$ cat config.mk
export PLATFORM = sky130hd
export DESIGN_NAME = rv32i_run_ctrl
export DESIGN_NICKNAME = d
export VERILOG_FILES = /design/src/rtl/rv32i_run_ctrl.sv
export SDC_FILE = /design/constraint.sdc
export NUM_CORES = 1
export LEC_CHECK = 0
export CAP_MARGIN = 25
export CORE_MARGIN = 1
export CORE_UTILIZATION = 40
export CTS_CLUSTER_DIAMETER = 40
export DETAILED_ROUTE_END_ITERATION = 16
export PLACE_DENSITY = 0.7
export SLEW_MARGIN = 20
export SYNTH_ARGS = -nofsm -noshare
export SYNTH_HDL_FRONTEND = slang
export SYNTH_SLANG_ARGS = --single-unit
$ cat constraint.sdc
create_clock -name clk -period 3.2 [get_ports clk]
set_input_delay 0.64 -clock clk [delete_from_list [all_inputs] [get_ports clk]]
set_output_delay 0.64 -clock clk [all_outputs]
set_load 0.05 [all_outputs]
$ cat src/rtl/rv32i_run_ctrl.sv
// Run sequencer for the RV32I board core: start sync, core reset hold, halt/timeout detect.
// Optional RUN_CTRL_CYCLE_CNT_EN adds the cycle_cnt port with the last run length.
module rv32i_run_ctrl #(
  parameter int RST_HOLD_CYCLES = 4,
  parameter int HALT_CYCLES     = 4,
  parameter int TIMEOUT_CYCLES  = 1000000
) (
  input  logic        clk,
  input  logic        rst_n,
  input  logic        start_btn,
  input  logic [31:0] pc,
  input  logic [31:0] gcd_result,
  output logic        core_rst_n,
  output logic        calc_start,
  output logic        busy,
  output logic        done,
  output logic        timeout,
  output logic [31:0] result,
  output logic [15:0] led
`ifdef RUN_CTRL_CYCLE_CNT_EN
  ,
  output logic [31:0] cycle_cnt
`endif
);

  localparam logic [31:0] HOLD_LAST = 32'(RST_HOLD_CYCLES - 1);
  localparam logic [31:0] HALT_LAST = 32'(HALT_CYCLES - 1);
  localparam logic [31:0] TOUT_LIM  = 32'(TIMEOUT_CYCLES);
  localparam logic [31:0] SAT       = 32'hFFFF_FFFF;

  typedef enum logic [2:0] {
    S_IDLE,
    S_HOLD,
    S_START,
    S_RUN,
    S_DONE,
    S_TOUT
  } state_t;

  state_t      state_q, state_d;
  logic        sync1_q, sync2_q, sync3_q;
  logic        btn_edge;
  logic [31:0] hold_cnt_q;
  logic [31:0] run_cnt_q;
  logic [31:0] stable_q;
  logic [31:0] prev_pc_q;
  logic [31:0] result_q;
  logic [31:0] run_nx;
  logic [31:0] stable_nx;
  logic        halt_hit;
  logic        tout_hit;

  always_ff @(posedge clk or negedge rst_n) begin
    if (!rst_n) begin
      sync1_q <= 1'b0;
      sync2_q <= 1'b0;
      sync3_q <= 1'b0;
    end else begin
      sync1_q <= start_btn;
      sync2_q <= sync1_q;
      sync3_q <= sync2_q;
    end
  end

  assign btn_edge = sync2_q & ~sync3_q;

  // Halt/timeout look at the values this RUN cycle produces
  always_comb begin
    run_nx    = (run_cnt_q == SAT) ? run_cnt_q : run_cnt_q + 32'd1;
    stable_nx = 32'd0;
    if (pc == prev_pc_q)
      stable_nx = (stable_q == SAT) ? stable_q : stable_q + 32'd1;
    halt_hit  = (stable_nx >= HALT_LAST);
    tout_hit  = (run_nx >= TOUT_LIM);
  end

  always_ff @(posedge clk or negedge rst_n) begin
    if (!rst_n) state_q <= S_IDLE;
    else        state_q <= state_d;
  end

  always_comb begin
    state_d = state_q;
    unique case (state_q)
      S_IDLE, S_DONE, S_TOUT:
        if (btn_edge) state_d = S_HOLD;
      S_HOLD:
        if (hold_cnt_q >= HOLD_LAST) state_d = S_START;
      S_START:
        state_d = S_RUN;
      S_RUN:
        if (halt_hit)      state_d = S_DONE;
        else if (tout_hit) state_d = S_TOUT;
      default:
        state_d = S_IDLE;
    endcase
  end

  always_comb begin
    core_rst_n = 1'b0;
    calc_start = 1'b0;
    busy       = 1'b0;
    done       = 1'b0;
    timeout    = 1'b0;
    unique case (state_q)
      S_HOLD:  busy = 1'b1;
      S_START: begin
        core_rst_n = 1'b1;
        calc_start = 1'b1;
        busy       = 1'b1;
      end
      S_RUN: begin
        core_rst_n = 1'b1;
        busy       = 1'b1;
      end
      S_DONE: begin
        core_rst_n = 1'b1;
        done       = 1'b1;
      end
      S_TOUT: begin
        core_rst_n = 1'b1;
        timeout    = 1'b1;
      end
      default: core_rst_n = 1'b0;
    endcase
  end

  always_ff @(posedge clk or negedge rst_n) begin
    if (!rst_n) begin
      hold_cnt_q <= 32'd0;
      run_cnt_q  <= 32'd0;
      stable_q   <= 32'd0;
      prev_pc_q  <= 32'd0;
      result_q   <= 32'd0;
    end else begin
      hold_cnt_q <= (state_q == S_HOLD) ? hold_cnt_q + 32'd1 : 32'd0;
      if (state_q == S_START) begin
        run_cnt_q <= 32'd0;
        stable_q  <= 32'd0;
        prev_pc_q <= SAT;
      end else if (state_q == S_RUN) begin
        run_cnt_q <= run_nx;
        stable_q  <= stable_nx;
        prev_pc_q <= pc;
        if (halt_hit)      result_q <= gcd_result;
        else if (tout_hit) result_q <= SAT;
      end
    end
  end

`ifdef RUN_CTRL_CYCLE_CNT_EN
  logic [31:0] cycle_cnt_q;

  always_ff @(posedge clk or negedge rst_n) begin
    if (!rst_n)
      cycle_cnt_q <= 32'd0;
    else if (state_q == S_RUN && (halt_hit || tout_hit))
      cycle_cnt_q <= run_nx;
  end

  assign cycle_cnt = cycle_cnt_q;
`endif

  assign result = result_q;
  assign led    = result_q[15:0];

endmodule

* Word-level counts from Yosys, hierarchy flattened
Cells that the tools add are included.
Storage, ports and cells: output and inout port bits 53, register bits after elaboration 166
Operators by class: equality and inequality tests 11, bitwise logic cells 3, reduce and logical (&&, ||, !) cells 8, mux-type cells 22, order comparisons 3, add/subtract/negate cells 3
Operator list (count):
- 2-to-1 mux 32 bit | 12
- adder 32 x 1 -> 32 bit (second input constant) | 3
- equality test 32 bit (second input constant) | 2
- >= comparator 32 x 2 -> 1 bit (second input constant) | 2
- equality test 32 bit | 1
- >= comparator 32 x 20 -> 1 bit (second input constant) | 1
- 2-to-1 mux 3 bit | 4
- one-hot mux 3 bit (4 select lines) | 1
- equality test 3 x 2 -> 1 bit (second input constant) | 2
- equality test 3 bit (second input constant) | 2
- AND reduction 3 bit | 2
- OR reduction 3 bit | 2
- 2-to-1 mux 1 bit | 5
- inequality test 2 bit (second input constant) | 2
- nonzero test 2 bit | 2
- OR reduction 4 bit | 1
- equality test 3 x 1 -> 1 bit (second input constant) | 1
- logical NOT 3 bit | 1
- inequality test 3 bit (second input constant) | 1
- inverter 1 bit | 2
- AND 1 bit | 1

* Depth between registers and ports, before layout
Gate-level depths: netlist of run 1.
depth after elaboration 6, gate-level depth with buffers 14, gate-level depth less buffers 10

* Worst setup path after synthesis of run 1
No wires, ideal clock.
path kind reg2reg, start point register stable_q[0], end point register result_q[10], in the netlist result[10], buffers on the path 2, setup time 122 ps, setup slack 276 ps, required time 3078 ps, stages on the path, launching flop included 13, data arrival time 2802 ps, cell sequence dfrtp_1 > ha_1 > and4_1 > and4_4 > buf_6 > a21o_1 > o32a_1 > nor4b_2 > nand4_1 > o31ai_4 > a21oi_2 > buf_6 > o22a_1
On the way: longest elaborated chain between the ends 6, elaborated cells between the ends (all ways) 8, classes of those cells add/sub: 1; order compare: 1; eq/ne: 1; mux: 3; reduce/logical: 2
Ends and longest elaborated chain:
- from (decl) | line 45 | logic [31:0] stable_q;
- from (signal assigned) | line 143 | stable_q <= stable_nx;
- adder 32 x 1 -> 32 bit / equality test 32 bit (equally long branches) | line 72 | stable_nx = (stable_q == SAT) ? stable_q : stable_q + 32'd1;
- 2-to-1 mux 32 bit (*) | line 72
- 2-to-1 mux 32 bit (*) | line 71 | if (pc == prev_pc_q)
- >= comparator 32 x 2 -> 1 bit (*) | line 73 | halt_hit = (stable_nx >= HALT_LAST);
- nonzero test 2 bit (no source line)
- AND reduction 3 bit (no source line)
- to (signal assigned) | line 145 | if (halt_hit) result_q <= gcd_result;
- to (decl) | line 47 | logic [31:0] result_q;
Every way passes the cells marked *; elsewhere a longest branch is shown, timed or not. A chain may end at the register's enable or synchronous reset.

* Worst setup path in the final report of run 1
start point register stable_q[1], end point register result_q[3], in the netlist result[3]
The elaborated chain is that of the path after synthesis.

==> results of run 1 <==
[logic make-up (layout without fill, tap and decap cells)]
| family | Yosys count | after routing | share of synthesized area, % |
|---|---|---|---|
| AND/OR/NAND/NOR | 485 | 486 | 25.3 |
| buffers and inverters | 107 | 250 | 5.78 |
| XOR/XNOR | 90 | 90 | 8.19 |
| multiplexers | 6 | 6 | 0.650 |
| AO/OA/AOI/OAI | 231 | 231 | 16.5 |
| adder cells (fa/ha/maj) | 3 | 3 | 0.390 |
| flip-flops | 166 | 166 | 43.2 |
[registers in the layout, indices dropped and copies added (netlist names)]
| signal | cells |
|---|---|
| state_q | 3 |
| sync1_q | 1 |
| sync3_q | 1 |
| prev_pc_q | 32 |
| sync2_q | 1 |
| stable_q | 32 |
| run_cnt_q | 32 |
| result | 32 |
| hold_cnt_q | 32 |
[critical path, cell delays in order, from the launching register on]
cell and delay [ps]:
dfrtp_1 430, ha_4 190, nand4_1 160, nor4_2 250
buf_4 210, a211o_1 210, xor2_1 210, o311a_1 200
nand4_1 180, o31ai_4 370, a21oi_4 180, clkbuf_16 230
o22a_1 180
[cell type report]
cell class | count | area (um2) | share of cell area (%)
Multi-Input combinational cell | 816 | 5090 | 41.6
Sequential cell | 166 | 4160 | 34.0
Timing Repair Buffer | 205 | 1940 | 15.9
Clock buffer | 17 | 425 | 3.48
Tap cell | 319 | 399 | 3.26
Clock inverter | 15 | 168 | 1.37
Inverter | 13 | 48.8 | 0.399
[metal layers]
layer	track usage, %	up-vias	part of all wire [%]
met5	0	-	0
met3	3.44	43	5.8
met2	32.7	294	47
met1	28.5	4316	46
li1	-	4174	-
met4	5.78	0	1.9
[worst min-delay path by stage]
stage	cells past startpoint	from	slack [ps]	to
2_1_floorplan	0	sync1_q	330	sync2_q
3_3_place_gp	0	sync1_q	350	sync2_q
3_5_place_dp	0	sync1_q	340	sync2_q
4_1_cts	1	rst_n	260	result[8]
5_1_grt	1	rst_n	300	result[2]
6_report	1	rst_n	220	result[2]
[through the flow]
step | power, uW | instances | hold WS, ps
finish | 6440 | 1551 | 225
global route | 6780 | 1551 | 295
floorplan | 3770 | 1088 | 331
global placement | 4340 | 1502 | 349
CTS | 6470 | 1534 | 259
detailed placement | 4380 | 1502 | 343
[layout by cell type, fill, tap and decap left out, types with 4 or more instances in the layout]
master / synthesis / routed
and3_1: 22 / 21
a22o_1: 7 / 7
and4_1: 18 / 12
nand2_1: 158 / 156
a31oi_1: 16 / 15
nor3_1: 22 / 21
o22a_1: 33 / 33
o31ai_1: 21 / 20
nor2_1: 83 / 81
xnor2_1: 23 / 23
nand3_1: 81 / 81
mux2i_1: 4 / 4
nand4_1: 35 / 35
buf_4: 22 / 78
dfrtp_2: 0 / 8
clkdlybuf4s50_1: 0 / 117
xor2_1: 67 / 67
and4_2: 0 / 5
a21oi_1: 25 / 25
dfrtp_1: 166 / 158
a211oi_1: 9 / 9
buf_12: 0 / 5
o41ai_1: 5 / 5
nand2b_1: 5 / 5
and2_1: 12 / 11
or3_1: 4 / 4
o21ai_0: 81 / 81
clkbuf_16: 0 / 19
inv_1: 13 / 13
nor4_1: 23 / 20
[power by group]
group / internal, uW / switching [uW] / leakage (uW)
Combinational: 638 / 1150 / 0.00258
Clock: 1110 / 979 / 0.000281
Sequential: 2360 / 207 / 0.00203
[what timing repair did]
| item | CTS | global route |
|---|---|---|
| pin swaps | 0 | 15 |
| gates cloned | 0 | 4 |
| buffers inserted | 0 | 13 |
| endpoints found under the hold margin | 0 | 0 |
| endpoints found under the setup margin | 24 | 34 |
| resized for setup | 1 | 40 |
==> results.cfg, run 1 <==
[run_status]
outcome = finished, final reports clean

[die]
fp.dieH_um = 157
core-area_mm2 = 0.0235
die_w_um = 157
top_level_ports = 120
start_util_pct = 40.9
rows = 56
dieArea_mm2 = 0.0247

[final_layout]
drive_gt1_share_pct = 14.3
diodes = 0
nNetsFinal = 1289
synthToLayoutAreaGrowth_pct = 27.2
final_core_util_pct = 52.0
nFillCells = 2180
final_area_mm2 = 0.0122

[sta]
tightestPinTransition_ps = 729
report.final.slew_viol_count = 0
slew-limit-headroom_pct = 51.2
final-hold-violation-count = 0
fin_skew_ps = 11.3
setup_tns_ps = 0
period_needed_ps = 3120
finalSetupViolCount = 0
final.setup.worst_slack_ps = 83.5
period_share_pct = 97.4
max_freq_mhz = 321

[global_route]
gr-usage-all-layers_pct = 20.5
antenna_found_initial = 0
grt_pass1_vias = 8014
grt_max_degree = 73
grt_pass1_wl_um = 40400
grt-ovfl-total = 0

[setup_path]
required_ps = 3530
worst-r2r-setup-slack_ps = 80
reg2reg_depth = 12
critPathArrivalTime_ps = 3440
crit_fanout = 8
endpoint = result[3]
reg2reg_to = result[3]
worstSetupStartpoint = stable_q[1]
crit_type = reg -> reg
endpoint_kind = register
worstReg2RegStart = stable_q[1]
start_kind = register

[synth]
synthCells = 1088
post_synth.cell_area_avg_um2 = 8.84
synthTopCellsByArea = dfrtp_1, nand2_1, xor2_1, nand3_1, o21ai_0
syn_nets = 1158
synth_top_area_cell = dfrtp_1
ys_warn_count = 0
synth_seq_cells = 166
synth_ff_type = dfrtp_1
ys_types = 72
synth_edf_count = 0
ys_async_sr_fraction_pct = 100
synthesis.area_mm2 = 0.00962
synth_seq_area_share_pct = 43.2
netlist.area_leader.share_pct = 43.2
yosysMostFrequentCell = dfrtp_1
ys_top_cells_by_count = dfrtp_1, nand2_1, nor2_1

[place]
hpwl_um = 17200
post_dp_cell_area_mm2 = 0.0113
port_buffers = 119
pre_cts_ws_ps = 17.6
place.gp.congestion = 0.924

[power_and_ir_drop]
powerDensity_mw_per_mm2 = 526
irDropWorstVdd_uv = 481
leakagePower_uw = 0.00489

[drt]
drc = 0
drtIter0Drc = 820
vias_per_cell = 5.69
wl_um = 26000
wl_per_cell_um = 16.8
dr.pass1.iters = 5
vias = 8827
ant_nets = 0

[clocking]
root_buffer = clkbuf_16
holdBufCountCts = 0
clkTransAtPathRegs_ps = 70
insertion_delay_ps = 440
cts_sinks = 166
cts_tree = yes
clk_path_buf_depth = 2
cts_max_level = 4
cts_buffers = 17

[run]
max-cap-violations = 0

[min_path]
hp-class = in -> async
(Power assumes the default switching activity.)
==> run 2: changes to the inputs <==
Settings changed: CAP_MARGIN 25 to default, CORE_UTILIZATION 40 to 50, PLACE_DENSITY 0.7 to 0.82.
==> run 2 against run 1 <==
Effect of this change:
- final cell count down 6.7%
- global-route usage up 4.9 points
- design area down 1.6%
- clock skew up 2.4 ps
- highest routed layer unchanged
==> results.cfg, run 2 (synthesized netlist as in run 1, its figures left out) <==
[run_status]
outcome = finished, final reports clean

[sta]
final-hold-violation-count = 0
fin_skew_ps = 13.7
slew-limit-headroom_pct = 37.2
period_needed_ps = 3190
period_share_pct = 99.5
max_freq_mhz = 314
final.setup.worst_slack_ps = 14.5
setup_tns_ps = 0
finalSetupViolCount = 0
tightestPinTransition_ps = 943
report.final.slew_viol_count = 0

[die]
fp.dieH_um = 141
dieArea_mm2 = 0.0198
core-area_mm2 = 0.0188
top_level_ports = 120
start_util_pct = 51.3
rows = 50
die_w_um = 141

[final_layout]
final_common_cell = nand2_1
nFillCells = 1549
synthToLayoutAreaGrowth_pct = 25.1
nNetsFinal = 1270
mostFrequentLayoutCells = nand2_1, dfrtp_1, clkdlybuf4s50_1
drive_gt1_share_pct = 12.9
final_area_mm2 = 0.0120
stdcell_count = 1447
diodes = 0
final_core_util_pct = 64.1

[place]
post_dp_cell_area_mm2 = 0.0111
hpwl_um = 16600
dpl.cell_count = 1404
port_buffers = 119
pre_cts_ws_ps = 59.9
place.gp.congestion = 0.941

[clocking]
cts_buffers = 17
root_buffer = clkbuf_16
cts_sinks = 166
clk_path_buf_depth = 2
clkTransAtPathRegs_ps = 70
insertion_delay_ps = 440
cts_tree = yes
cts_max_level = 4

[setup_path]
endpoint_kind = register
crit_type = reg -> reg
crit_fanout = 8
critPathArrivalTime_ps = 3500
start_kind = register
required_ps = 3520

[drt]
dr.pass1.iters = 6
drc = 0
wl_per_cell_um = 17.5
vias_per_cell = 6.18
wl_um = 25300
drtIter0Drc = 986
ant_nets = 0
vias = 8945

[global_route]
antenna_found_initial = 0
grt_pass1_vias = 8095
gr-usage-all-layers_pct = 25.3
grt_pass1_wl_um = 40500
grt-ovfl-total = 0
grt_max_degree = 167

[power_and_ir_drop]
irDropWorstVdd_uv = 480
leakagePower_uw = 0.00484
powerDensity_mw_per_mm2 = 543

[run]
max-cap-violations = 0

[min_path]
hp-class = in -> async
run 2: cell types whose count changed in the layout (fill, tap and decap cells not counted), sizes merged:
cell,delta
inv,+3
clkinvlp,-2
bufinv,+1
and4,-1
buf,-18
clkinv,-2
run 2: power by group:
| part | switching, uW | internal (uW) |
|---|---|---|
| clock network | 974 | 1200 |
| registers | 210 | 2360 |
| logic | 1150 | 639 |
run 2: timing repair:
| item | CTS | global route |
|---|---|---|
| gates resized for setup | 0 | 42 |
| endpoints found under the setup margin | 0 | 33 |
| hold buffers | 0 | 0 |
| setup buffers | 0 | 8 |
run 2: routing by layer:
layer / vias up / track usage [%] / routed length (um)
met3: 61 / 4.62 / 1770
met2: 413 / 41.1 / 12100
met4: 0 / 9.50 / 690
li1: 4150 / - / -
met1: 4321 / 33.8 / 10800
met5: - / 0 / 0
run 2: worst max-delay path, stage by stage (launching register included):
cell and delay [ps]:
dfrtp_1 390, ha_2 220, nand4_1 190, nor4_4 350, buf_4 200, a211o_1 220, xor2_1 200, o311a_1 200
nand4_1 150, o31ai_4 380, a21oi_4 170, clkbuf_16 220, o22a_1 180
run 2: worst paths after layout:
kind | startpoint | to | slack [ps] | cells after the start
max | stable_q[1] | result[0] | 10 | 12
min | rst_n | result[28] | 270 | 2
max reg2reg | stable_q[1] | result[0] | 10 | 12
min reg2reg | sync1_q | sync2_q | 360 | 0
max in group asynchronous | rst_n | run_cnt_q[8] | 2150 | 2
min in group clk | sync1_q | sync2_q | 360 | 0
run 2: cell type report:
cell class / instances / area (um2) / share of cell area, %
clock buffers: 17 / 425 / 3.53
repair buffers: 187 / 1820 / 15.1
well taps: 234 / 293 / 2.43
flip-flops and latches: 166 / 4170 / 34.6
multi-input cells: 815 / 5080 / 42.2
inverters: 13 / 48.8 / 0.405
clock inverters: 15 / 205 / 1.70
run 2: per-stage QoR:
step / total power [uW] / hold slack [ps]
2_1_floorplan: 3770 / 331
3_3_place_gp: 4320 / 341
3_5_place_dp: 4380 / 354
4_1_cts: 6570 / 367
5_1_grt: 6930 / 378
6_report: 6540 / 268
==> run 3: changes to the inputs <==
Settings changed: CTS_CLUSTER_SIZE from default to 10.
==> results of run 3 <==
No change in the layout: final DEF, timing and power equal those of run 2.
